--- src/rtl/qspi_arb.sv ---
// qspi_arb: two-port arbiter sharing one QSPI engine between icache line
// fills and dcache fills/writebacks. Round-robin on ties, one-cycle
// chip-select gap between transactions, all outputs registered.
// Optional watchdog compiled in with `define QSPI_ARB_WDOG_EN.
module qspi_arb #(
    parameter int PA          = 22,
    parameter int LINE_LENGTH = 4,
    parameter int WDOG_CYCLES = 255,
    localparam int TW         = PA - $clog2(LINE_LENGTH)
) (
    input  logic          clk,
    input  logic          reset,
    input  logic          i_req,
    input  logic [TW-1:0] i_tag,
    input  logic          d_req,
    input  logic          d_write,
    input  logic [TW-1:0] d_tag,
    input  logic          d_mem,
    input  logic          q_done,
    output logic          q_req,
    output logic          q_i_d,
    output logic          q_write,
    output logic          q_mem,
    output logic [TW-1:0] q_tag,
    output logic          i_gnt,
    output logic          d_gnt,
    output logic          i_done,
    output logic          d_done,
`ifdef QSPI_ARB_WDOG_EN
    output logic          wdog_err,
`endif
    output logic          busy
);

    localparam logic [1:0] IDLE  = 2'd0;
    localparam logic [1:0] GNT_I = 2'd1;
    localparam logic [1:0] GNT_D = 2'd2;
    localparam logic [1:0] GAP   = 2'd3;

    logic [1:0] state;
    logic       last_d;
    logic       end_grant;
    logic       in_grant;

    assign in_grant = (state == GNT_I) || (state == GNT_D);

    if (WDOG_CYCLES < 1 || WDOG_CYCLES > 255) begin : g_wdog_range
        $error("qspi_arb: WDOG_CYCLES must be within 1..255");
    end

`ifdef QSPI_ARB_WDOG_EN
    localparam logic [7:0] WDOG_LAST = 8'(WDOG_CYCLES - 1);

    logic [7:0] wdog_cnt;
    logic       timeout;

    // A grant is forced to end once it has been held for WDOG_CYCLES clocks.
    assign timeout   = in_grant && (wdog_cnt == WDOG_LAST);
    assign end_grant = q_done || timeout;

    // Watchdog counter runs only while a grant is held; sticky error flag.
    always_ff @(posedge clk or negedge reset) begin
        if (!reset) begin
            wdog_cnt <= 8'd0;
            wdog_err <= 1'b0;
        end else begin
            if (in_grant && !end_grant)
                wdog_cnt <= wdog_cnt + 8'd1;
            else
                wdog_cnt <= 8'd0;
            if (timeout && !q_done)
                wdog_err <= 1'b1;
        end
    end
`else
    assign end_grant = q_done;
`endif

    // Arbitration FSM with registered grant, attribute and done outputs.
    always_ff @(posedge clk or negedge reset) begin
        if (!reset) begin
            state   <= IDLE;
            last_d  <= 1'b1;
            q_req   <= 1'b0;
            q_i_d   <= 1'b0;
            q_write <= 1'b0;
            q_mem   <= 1'b0;
            q_tag   <= '0;
            i_gnt   <= 1'b0;
            d_gnt   <= 1'b0;
            i_done  <= 1'b0;
            d_done  <= 1'b0;
            busy    <= 1'b0;
        end else begin
            i_done <= 1'b0;
            d_done <= 1'b0;
            case (state)
                IDLE: begin
                    if (i_req && (!d_req || last_d)) begin
                        state   <= GNT_I;
                        i_gnt   <= 1'b1;
                        q_req   <= 1'b1;
                        q_i_d   <= 1'b1;
                        q_write <= 1'b0;
                        q_mem   <= 1'b1;
                        q_tag   <= i_tag;
                        busy    <= 1'b1;
                    end else if (d_req) begin
                        state   <= GNT_D;
                        d_gnt   <= 1'b1;
                        q_req   <= 1'b1;
                        q_i_d   <= 1'b0;
                        q_write <= d_write;
                        q_mem   <= d_mem & ~d_write;
                        q_tag   <= d_tag;
                        busy    <= 1'b1;
                    end
                end
                GNT_I: begin
                    if (end_grant) begin
                        state  <= GAP;
                        q_req  <= 1'b0;
                        i_gnt  <= 1'b0;
                        i_done <= 1'b1;
                        last_d <= 1'b0;
                    end
                end
                GNT_D: begin
                    if (end_grant) begin
                        state  <= GAP;
                        q_req  <= 1'b0;
                        d_gnt  <= 1'b0;
                        d_done <= 1'b1;
                        last_d <= 1'b1;
                    end
                end
                default: begin
                    state <= IDLE;
                    busy  <= 1'b0;
                end
            endcase
        end
    end

endmodule

--- config.mk ---
export PLATFORM = sky130hd
export DESIGN_NAME = qspi_arb
export DESIGN_NICKNAME = d
export VERILOG_FILES = /design/src/rtl/qspi_arb.sv
export SDC_FILE = /design/constraint.sdc
export NUM_CORES = 1
export LEC_CHECK = 0
export ABC_AREA = 1
export CORE_UTILIZATION = 39
export CTS_CLUSTER_DIAMETER = 120
export CTS_CLUSTER_SIZE = 16
export DETAILED_ROUTE_END_ITERATION = 7
export GPL_TIMING_DRIVEN = 0
export PLACE_DENSITY = 0.86
export SLEW_MARGIN = 20
export SYNTH_ARGS = -nofsm -noshare
export SYNTH_HDL_FRONTEND = slang
export SYNTH_SLANG_ARGS = --single-unit
--- constraint.sdc ---
create_clock -name clk -period 3.2 [get_ports clk]
set_clock_uncertainty 0.05 [all_clocks]
set_input_delay 0.32 -clock clk [delete_from_list [all_inputs] [get_ports clk]]
set_output_delay 0.32 -clock clk [all_outputs]
set_load 0.005 [all_outputs]
# Word-level counts from Yosys, hierarchy flattened

Cells that the tools add are included.

Output and inout bits: 29
Bits of input ports: 47
Logic and storage cells: 67
Flip-flop bits (word level): 32

Bitwise logic cells: 3
Muxes and demuxes: 26
Reductions and logical operators: 17
Equal/unequal tests: 9

Operators by type and width:

| operator                                                                 | number |
|---|---|
| 20-bit two-way mux                                                       | 2 |
| 1-bit two-way mux                                                        | 15 |
| 2-bit inequality test (second input constant)                            | 5 |
| 1-bit case mux with 2 select lines                                       | 5 |
| 2-bit nonzero test                                                       | 5 |
| 3-bit AND reduction                                                      | 3 |
| 2-bit two-way mux                                                        | 3 |
| 2-bit AND reduction                                                      | 3 |
| 2-bit case mux with 2 select lines                                       | 1 |
| 4-bit AND reduction                                                      | 1 |
| 3-bit inequality test (second input constant)                            | 1 |
| 2-bit by 1-bit equality test with 1-bit output (second input constant)   | 1 |
| 2-bit equality test (second input constant)                              | 1 |
| 2-bit logical NOT                                                        | 1 |
| 2-bit by 1-bit inequality test with 1-bit output (second input constant) | 1 |
| 1-bit inverter                                                           | 2 |
| 2-bit OR reduction                                                       | 1 |
| 1-bit bitwise AND                                                        | 1 |
| 1-bit logical AND                                                        | 1 |
| 1-bit logical NOT                                                        | 1 |
| 1-bit logical OR                                                         | 1 |

# Depth between registers and ports, before layout

Depth in word-level cells: 5
Gate-level depth with buffers: 8
Gate-level depth less buffers: 8

# Worst setup path after synthesis

OpenSTA, ideal clock, no wires.

Path kind: register -> register
Start point: register state[0]
End point: register q_i_d
Cell stages (with the launch flop): 7
Buffers on the path: 1
Setup slack: 1737 ps
Arrival time: 1284 ps
Data required time: 3021 ps
Clock period less this slack: 1463 ps
Setup time: 129 ps
Path through: dfrtp_1 > inv_1 > ha_1 > inv_1 > a21oi_4 > clkbuf_2 > o21ai_0

Word-level cells in the longest chain between the ends: 2

Ends and longest elaborated chain:

| what                          | line | text |
|---|---|---|
| start: declaration            | 40   | `logic [1:0] state;` |
| start signal: assignment      | 82   | `state <= IDLE;` |
| start signal: assignment      | 100  | `state <= GNT_I;` |
| start signal: assignment      | 109  | `state <= GNT_D;` |
| 2-bit logical NOT             | 97   | `case (state)` |
| 2-bit AND reduction (no line) | --   |  |
| end signal: assignment        | 85   | `q_i_d <= 1'b0;` |
| end signal: assignment        | 103  | `q_i_d <= 1'b1;` |
| end signal: assignment        | 112  | `q_i_d <= 1'b0;` |
| end: declaration              | 21   | `output logic q_i_d,` |

Every way passes these cells.
A chain may end at the register's enable or synchronous reset.

# Final worst setup path

Start point: register state[0]
End point: register q_tag[5]

Word-level cells in the longest chain between the ends: 2

Ends and longest elaborated chain:

| what                          | line | text |
|---|---|---|
| 2-bit logical NOT             | 97   |  |
| 2-bit AND reduction (no line) | --   |  |
| end signal: assignment        | 106  | `q_tag <= i_tag;` |
| end signal: assignment        | 115  | `q_tag <= d_tag;` |
| end: declaration              | 24   | `output logic [TW-1:0] q_tag,` |

Every way passes these cells.

==> out/metrics.yaml <==
run_status:
  outcome: "completed"
finish:
  antenna-diode-count: 0
  area.growth.synth_to_final_pct: 49.8
  layout-drive-gt1-share_pct: 5.64
  largest_register: "q_tag"
  nNetsFinal: 389
  post_layout_nonfiller_instances: 389
  reg_top3: "q_tag (20), state (2)"
  largest_reg_flops: 20
  layout.filler_cells: 395
clock_network:
  cts_buffers: 5
  cts_root_buffer: "sky130_fd_sc_hd__clkbuf_8"
  cts_htree_levels: 2
  cts.sinks: 32
  post_cts_resized: 0
  worst_case_clock_buffer_depth: 2
  postCtsSetupBuffers: 0
  tritoncts_clock_tree: "done"
  insertion_delay_ns: 0.28
  holdBufCountCts: 0
  clk_transition_reported_paths_ns: 0.06
logic_synthesis:
  synthesized_area_fraction_occupied_by_ao_oa_aoi_and_oai_cells_pct: 8.37
  synthDistinctLibCells: 18
  yosys_reg_bits: 32
  ys_seq_area_share_pct: 44.3
  synth_xor_xnor_area_share_pct: 0
  synthArstFlopShare_pct: 100
  post_synth_mux_area_share_pct: 0
  syn_area_um2: 1810
  edff_count_synth: 0
  dominant_combinational_cell_family_by_area_after_synthesis: "simple AND/OR/NAND/NOR gates"
  synth.avg_cell_area_um2: 7.12
  synth_nets: 307
  ys_flop_type: "sky130_fd_sc_hd__dfrtp_1"
  post_synthesis_simple_gate_area_fraction_pct: 24.3
  synthAdderAreaFrac_pct: 4.15
  ys.warnings.count: 0
  synth_cells: 254
detailed_routing:
  via_per_inst: 4.61
  drt-total-wl_um: 4610
  initialDrtViolationCount: 96
  wl_per_cell_um: 11.9
  antenna_violating_nets_post_route: 0
  drc_errors: 0
  drtPass1Iterations: 4
  routed_via_count: 1794
sta:
  hold_ws_ns: 0.0388
  period_minus_slack_ns: 1.76
  maxClockFrequency_mhz: 569
  report.final.setup_viol: 0
  hold_viol: 0
  finalCritPeriodShare_pct: 54.9
  slew_headroom_pct: 52.0
  tns_ns: 0
  final-max-slew-violation-count: 0
  unrepaired_setup_endpoints_after_global_routing: "no"
  timing_worst_slew_pin_value_ns: 0.720
grt:
  antenna_found_initial: 0
  maximum_number_of_pins_on_one_net_before_global_route_repair: 33
  grt_pass1_wl_um: 7840
  grt_overflow: 0
  grt_pass1_vias: 1813
  global_route.usage.total_pct: 20.4
critical_path:
  worst_path_max_delay_cell: "sky130_fd_sc_hd__dfrtp_1"
  cp.arrival_ns: 1.86
  timing.critical_path.fanout_max: 10
  critPathMaxStageDelay_ns: 0.41
  timing.critical_path.from_type: "register"
  worst_setup_path_end_kind: "register"
  critPathRequiredTime_ns: 3.30
  timing.critical_path.mode_cell: "sky130_fd_sc_hd__inv_1"
  crit_chain: "inv_1, ha_1, inv_1, a21oi_4, clkbuf_2, o21ai_0"
  critical_path_class: "reg2reg"
hold_path:
  worst_hold_path_type: "in2async"
place:
  numPlacedInstances: 381
  dp_hpwl_um: 3450
  routabilityCongestion: 0.852
  io_buffer_count: 75
power:
  power_density_nw_per_um2: 787
  power.leakage_nw: 1.44
  power_mw: 2.13
  vdd_ir_drop_max_mv: 0.387
die:
  initial_utilization_pct: 41.0
  fp.dieW_um: 70.1
  die-area_um2: 4920
  placement_rows: 24
  die_height_um: 70.1
  floorplan.core_area_um2: 4410
  boundary_pin_count: 76
run:
  maxCapViolCount: 0
[routing by layer]
metal | track usage, % | vias up | part of all wire (%)
met5 | 0 | - | 0
met4 | 7.33 | 0 | 1.5
met3 | 5.63 | 10 | 5.7
met2 | 36.1 | 53 | 50
met1 | 23.3 | 812 | 42
li1 | - | 919 | -
[critical path: cells and delay by family (launching register included)]
kind            cells  cell delay, ns
flops               1            0.41
buf+inv             3            0.53
fa+ha+maj           1            0.24
compound gates      2            0.39
[layout make-up]
class / instances / area [um^2] / share of cell area, %
plain buffers: 10 / 52.6 / 1.94
repair buffers: 75 / 746 / 27.5
flip-flops and latches: 32 / 802 / 29.6
multi-input cells: 135 / 666 / 24.6
clock buffers: 8 / 90.1 / 3.32
inverters: 77 / 289 / 10.7
well taps: 52 / 65.1 / 2.40
[placed cells by master, fill, tap and decap left out, types with 2 or more instances in the layout]
cell                              Yosys  layout
sky130_fd_sc_hd__clkbuf_8             0       6
sky130_fd_sc_hd__clkbuf_2             2       2
sky130_fd_sc_hd__clkdlybuf4s50_1      0      74
sky130_fd_sc_hd__inv_1               76      76
sky130_fd_sc_hd__buf_4                2       2
sky130_fd_sc_hd__clkbuf_1             1       3
sky130_fd_sc_hd__o21ai_0             25      25
sky130_fd_sc_hd__nor2_1               5       5
sky130_fd_sc_hd__dfrtp_1             31      31
sky130_fd_sc_hd__buf_2                4       5
sky130_fd_sc_hd__nand2_1             49      49
sky130_fd_sc_hd__ha_1                 6       6
sky130_fd_sc_hd__nand3_1             46      46
[Yosys cell counts (2+ instances only)]
| cell | instances | area [um^2] |
|---|---|---|
| sky130_fd_sc_hd__inv_1 | 76 | 285 |
| sky130_fd_sc_hd__nand2_1 | 49 | 184 |
| sky130_fd_sc_hd__nand3_1 | 46 | 230 |
| sky130_fd_sc_hd__dfrtp_1 | 31 | 776 |
| sky130_fd_sc_hd__o21ai_0 | 25 | 125 |
| sky130_fd_sc_hd__ha_1 | 6 | 75.1 |
| sky130_fd_sc_hd__nor2_1 | 5 | 18.8 |
| sky130_fd_sc_hd__buf_2 | 4 | 20.0 |
| sky130_fd_sc_hd__buf_4 | 2 | 15.0 |
| sky130_fd_sc_hd__clkbuf_2 | 2 | 10.0 |
[power breakdown]
| part | internal, mW | switching, mW | total [mW] |
|---|---|---|---|
| logic | 0.571 | 0.530 | 1.10 |
| registers | 0.613 | 0.105 | 0.718 |
| clock network | 0.175 | 0.140 | 0.315 |
[cell families (layout without fill, tap and decap cells)]
family                     after synthesis  in the layout
AOI/OAI and AO/OA                       28             28
adders and majority gates                6              6
buffers and inverters                   87            170
DFF                                     32             32
and+or+nand+nor                        101            101
[path summary, 6_finish.rpt]
check,startpoint,endpoint,slack [ns],cells past startpoint
max,state[0],q_tag[5],1.44,6
min,reset,q_tag[6],0.04,1
max reg2reg,state[0],q_tag[5],1.44,6
min reg2reg,d_gnt,d_gnt,0.44,2
max in group asynchronous,reset,q_tag[0],2.59,1
min in group clk,d_gnt,d_gnt,0.44,2
[stage by stage]
stage | util (%) | instance area [um^2] | worst slack, ns
floorplan | - | 1810 | 1.74
finish | 61.4 | 2710 | 1.44
detailed placement | 59.4 | 2620 | 1.32
CTS | 61.4 | 2710 | 1.45
global route | 61.4 | 2710 | 1.27
global placement | 59.5 | 2630 | 1.16
(Power assumes the default switching activity.)
